[src/rtl/index_sequencer.sv]
// -----------------------------------------------------------------------------
// index_sequencer
//
// Generates the 3-bit index that feeds the 3-to-8 LED decoder. The index
// advances either on a prescaled tick (auto mode) or on a debounced push-button
// rising edge (manual mode), in either direction. It can also be loaded
// synchronously. A one-cycle wrap pulse marks the cycle in which the index
// shows a wrapped value.
//
// Ports
//   clock        in   system clock, rising edge
//   reset        in   asynchronous, active-high; clears all state
//   io_en        in   1 = advancing allowed; 0 = hold index and prescaler
//   io_mode      in   0 = auto (prescaler tick), 1 = manual (button)
//   io_dir       in   0 = count up, 1 = count down
//   io_step      in   raw asynchronous push-button level
//   io_load      in   synchronous load strobe (highest priority)
//   io_load_val  in   [2:0] value loaded on io_load
//   io_out       out  [2:0] current index, registered
//   io_wrap      out  one-cycle registered pulse on 7->0 (up) or 0->7 (down)
// -----------------------------------------------------------------------------
module index_sequencer #(
   parameter int TICK_DIV = 4,  // clock cycles per auto advance, >= 2
   parameter int DEBOUNCE = 4   // cycles a new level must persist, >= 1
) (
   input  logic       clock,
   input  logic       reset,
   input  logic       io_en,
   input  logic       io_mode,
   input  logic       io_dir,
   input  logic       io_step,
   input  logic       io_load,
   input  logic [2:0] io_load_val,
   output logic [2:0] io_out,
   output logic       io_wrap
);

   localparam int PW = (TICK_DIV > 1) ? $clog2(TICK_DIV) : 1;
   localparam int DW = (DEBOUNCE > 1) ? $clog2(DEBOUNCE) : 1;
   localparam logic [PW-1:0] PRE_MAX = PW'(TICK_DIV - 1);
   localparam logic [DW-1:0] DEB_MAX = DW'(DEBOUNCE - 1);

   // ---------------------------------------------------------------------------
   // Prescaler
   // ---------------------------------------------------------------------------
   logic [PW-1:0] pre_q, pre_d;
   logic          tick;

   assign tick = (pre_q == PRE_MAX) & io_en & ~io_mode;

   always_comb begin
      pre_d = pre_q;
      // Manual mode and load both restart the count, so the first auto advance
      // after either always comes a full TICK_DIV edges later.
      if (io_mode || io_load) begin
         pre_d = '0;
      end else if (io_en) begin
         pre_d = tick ? '0 : pre_q + 1'b1;
      end
   end

   always_ff @(posedge clock or posedge reset) begin
      if (reset) begin
         pre_q <= '0;
      end else begin
         pre_q <= pre_d;
      end
   end

   // ---------------------------------------------------------------------------
   // Button path: 2-flop synchronizer, debouncer, rising-edge detect
   // ---------------------------------------------------------------------------
   logic          s1_q, s2_q;
   logic          deb_q, deb_d;
   logic          deb_prev_q;
   logic [DW-1:0] cnt_q, cnt_d;
   logic          press;

   always_comb begin
      deb_d = deb_q;
      cnt_d = cnt_q;
      if (s2_q == deb_q) begin
         cnt_d = '0;
      end else if (cnt_q == DEB_MAX) begin
         deb_d = s2_q;
         cnt_d = '0;
      end else begin
         cnt_d = cnt_q + 1'b1;
      end
   end

   always_ff @(posedge clock or posedge reset) begin
      if (reset) begin
         s1_q       <= 1'b0;
         s2_q       <= 1'b0;
         deb_q      <= 1'b0;
         deb_prev_q <= 1'b0;
         cnt_q      <= '0;
      end else begin
         s1_q       <= io_step;
         s2_q       <= s1_q;
         deb_q      <= deb_d;
         deb_prev_q <= deb_q;
         cnt_q      <= cnt_d;
      end
   end

   // The debouncer keeps running in auto mode; a press seen there is simply
   // dropped rather than held for a later switch to manual.
   assign press = deb_q & ~deb_prev_q;

   // ---------------------------------------------------------------------------
   // Index register and wrap pulse
   // ---------------------------------------------------------------------------
   logic [2:0] out_q, out_d;
   logic       wrap_q, wrap_d;
   logic       advance;

   assign advance = tick | (press & io_mode & io_en);

   always_comb begin
      out_d  = out_q;
      wrap_d = 1'b0;
      if (io_load) begin
         out_d = io_load_val;
      end else if (advance) begin
         if (io_dir) begin
            out_d  = out_q - 3'd1;
            wrap_d = (out_q == 3'd0);
         end else begin
            out_d  = out_q + 3'd1;
            wrap_d = (out_q == 3'd7);
         end
      end
   end

   always_ff @(posedge clock or posedge reset) begin
      if (reset) begin
         out_q  <= 3'd0;
         wrap_q <= 1'b0;
      end else begin
         out_q  <= out_d;
         wrap_q <= wrap_d;
      end
   end

   assign io_out  = out_q;
   assign io_wrap = wrap_q;

endmodule

[config.mk]
export PLATFORM = sky130hd
export DESIGN_NAME = index_sequencer
export DESIGN_NICKNAME = d
export VERILOG_FILES = /design/src/rtl/index_sequencer.sv
export SDC_FILE = /design/constraint.sdc
export NUM_CORES = 1
export LEC_CHECK = 0
export BUFFER_PORTS_ARGS = -buffer_cell sky130_fd_sc_hd__buf_2
export CORE_MARGIN = 2
export CORE_UTILIZATION = 35
export CTS_BUF_LIST = sky130_fd_sc_hd__clkbuf_8
export DETAILED_ROUTE_END_ITERATION = 16
export PLACE_DENSITY = 0.66
export SLEW_MARGIN = 30
export SYNTH_ARGS = -nofsm -noshare
export SYNTH_HDL_FRONTEND = slang
export SYNTH_SLANG_ARGS = --single-unit
[constraint.sdc]
create_clock -name clock -period 3.3 [get_ports clock]
set_clock_uncertainty 0.05 [all_clocks]
set_input_delay 0 -clock clock [delete_from_list [all_inputs] [get_ports clock]]
set_output_delay 0 -clock clock [all_outputs]
set_load 0.01 [all_outputs]
==> out/qor.csv <==
metric,value,unit
outcome,finished clean,
clock-pin slew on the worst setup and hold paths,0.05,ns
CP Max Fanout,5,
Worst setup EP type,flop,
vias in the first global route,422,
RSZ-0062 raised after global routing,false,
Power Dens Cells,579,nW/um^2
Comb pwr share,20.2,%
Critical Path Source Type,flop,
final cell utilization of the core,50.0,%
"flops & latches, synth",12,
WHS,0.00338,ns
hold crit path type,in2reg,
classification of the worst setup path,reg2reg,
VDD IR max,0.517,mV
Final ANT Viol Nets,0,
Buffers & Inverters on Critical Path,1,
GRT overflow,0,
"most common cell after layout, fill and taps aside",buf_2,
initial antenna violation count,0,
CTS resizes,0,
DIE HEIGHT,45.1,um
TritonCTS Buffers,3,
final worst path period share,50.9,%
fin crit period,1.68,ns
worst-margin pin slew,0.447,ns
CP max stage delay,0.40,ns
Fmax,595,MHz
Die X,45.1,um
Vias,446,
drt total wl,1.01,mm
"Net Count, Synth",68,
Iter 0 DRT Violations,9,
GR Util met3,7.20,%
Final Non-Filler Cells,91,
worst-skew pair later-pin latency,0.24,ns
final net count,89,
sequential share of power,44.8,%
DR vias/cell,4.90,
# rows,14,
met1 usage,15.1,%
post-CTS setup buffer count,0,
slowest CP cell,fa_1,
"leading cell types in the layout, fill and taps excluded","13 x buf_2, 12 x dfrtp_1, 6 x nor3_1, 6 x dlygate4sd3_1, 5 x inv_1",
Clock H-tree levels,1,
setup TNS,0,ns
top_reg_cell synth,dfrtp_1,
crit-path cells,"inv_1, fa_1, xnor2_1, o21ai_0, or3b_1",
leak pwr,0.385,nW
Netlist cell types,28,
first drt pass iteration count,4,
layout cells sized above 1,24.0,%
max cap viols,0,
Worst path top cell family by delay,adder cells,
gp weighted congestion,0.778,
DRC Markers,0,
Mapped Area,592,um^2
asr flop ratio synth,100,%
internal cell power,0.000333,W
Ys Warns,0,
worst path required time,3.37,ns
Tot GR Track Use,12.4,%
Clock power frac,35.0,%
I/O Pins,14,
Rel. slew slack,70.2,%
"EDFF count, synth",0,
HPWL after detailed placement,770,um
Switching Share,25.4,%
CTS root buffer,clkbuf_8,
Core ar.,1540,um^2
sequential element share of the synthesized area,50.7,%
first-pass GRT wire length,1.75,mm
dpl cells,81,
Layout area overhead,30.2,%
Fin. Hold Viols,0,
Sw Pwr,0.000113,W
Sink Count,12,
Mapped Cells,55,
GR met2 Demand/Resource,18.6,%
TritonCTS clock tree,yes,
Avg Inst Size Synth,10.8,um^2
GRT busiest layer,met2,
"Setup violations, final",0,
Slew Limit Fails,0,
PortBufs,13,
Avg WL per Cell,11.1,um
CP arrival,1.75,ns
# diodes,0,
die area,2040,um^2
Initial Utilization,38.4,%
largest net degree at the start of global routing,13,
clock buffer depth,2,
number of fill cells,150,
layout make-up:
class	count	area, um^2	area share, %
multi-input cells	35	251	32.6
inverters	5	18.8	2.44
clock buffers	4	55.1	7.14
repair buffers	19	125	16.2
well taps	16	20.0	2.60
flip-flops and latches	12	300	39.0
worst paths after layout:
path / start / end / slack (ns) / cells after the start
worst max-delay path: io_out[0]$_DFFE_PP0P_ / io_out[2]$_DFFE_PP0P_ / 1.62 / 5
worst min-delay path: io_load / pre_q[0]$_DFFE_PP0P_ / 0.003 / 2
worst max register to register: io_out[0]$_DFFE_PP0P_ / io_out[2]$_DFFE_PP0P_ / 1.62 / 5
worst min register to register: s1_q$_DFF_PP0_ / s2_q$_DFF_PP0_ / 0.30 / 0
max in group asynchronous: reset / deb_q$_DFFE_PP0P_ / 2.63 / 3
min in group asynchronous: reset / deb_prev_q$_DFF_PP0_ / 0.26 / 3
through the flow:
stage                     total power [W]  instance area [um^2]  setup slack (ns)
after global placement           0.000286                   656              1.63
after global routing             0.000478                   771              1.52
after CTS                        0.000454                   771              1.61
after floorplan                  0.000263                   592              1.61
final                            0.000446                   771              1.62
after detailed placement         0.000289                   656              1.61
sequential cells by signal, indices dropped and copies added (netlist names):
register	cells
deb_q	1
pre_q	2
s1_q	1
s2_q	1
cnt_q	2
io_out	3
io_wrap	1
deb_prev_q	1
worst reg2reg max path: stages (launching register included):
cell and delay [ns]:
dfrtp_1 0.39, inv_1 0.09, fa_1 0.40, xnor2_1 0.17, o21ai_0 0.10, or3b_1 0.36
cells by family after synthesis:
kind of cell	synth area share, %
xor gates and xnor gates	2.96
buffers and inverters	6.77
muxes	3.59
AOI/OAI and AO/OA	7.82
and+or+nand+nor	20.5
DFF	50.7
adders and majority gates	7.61
synth_stat cells (2+ instances only):
cell	number	area, um^2
dfrtp_1	12	300
nor2_1	3	11.3
xnor2_1	2	17.5
nor3_1	6	30.0
ha_1	2	25.0
nand2_1	3	11.3
inv_1	5	18.8
buf_2	2	10.0
per-layer routing:
metal  wire (um)  vias up  share of wire (%)
met3          57        0                5.7
met4           0        0                  0
met1         448      205                 44
met5           0        -                  0
li1            -      228                  -
met2         503       13                 50
power groups by stage:
stage,Sequential [W],Combinational [W],Clock (W)
detailed placement,0.000202,0.0000869,0
global route,0.000206,0.000103,0.000170
finish,0.000200,0.0000903,0.000156
floorplan,0.000201,0.0000622,0
CTS,0.000200,0.0000924,0.000162
global placement,0.000201,0.0000856,0
what timing repair did:
item,CTS,global route
hold endpoints to repair,17,0
endpoints found under the setup margin,0,0
hold buffers,6,0
No activity file was read; power rests on OpenSTA's default activity.
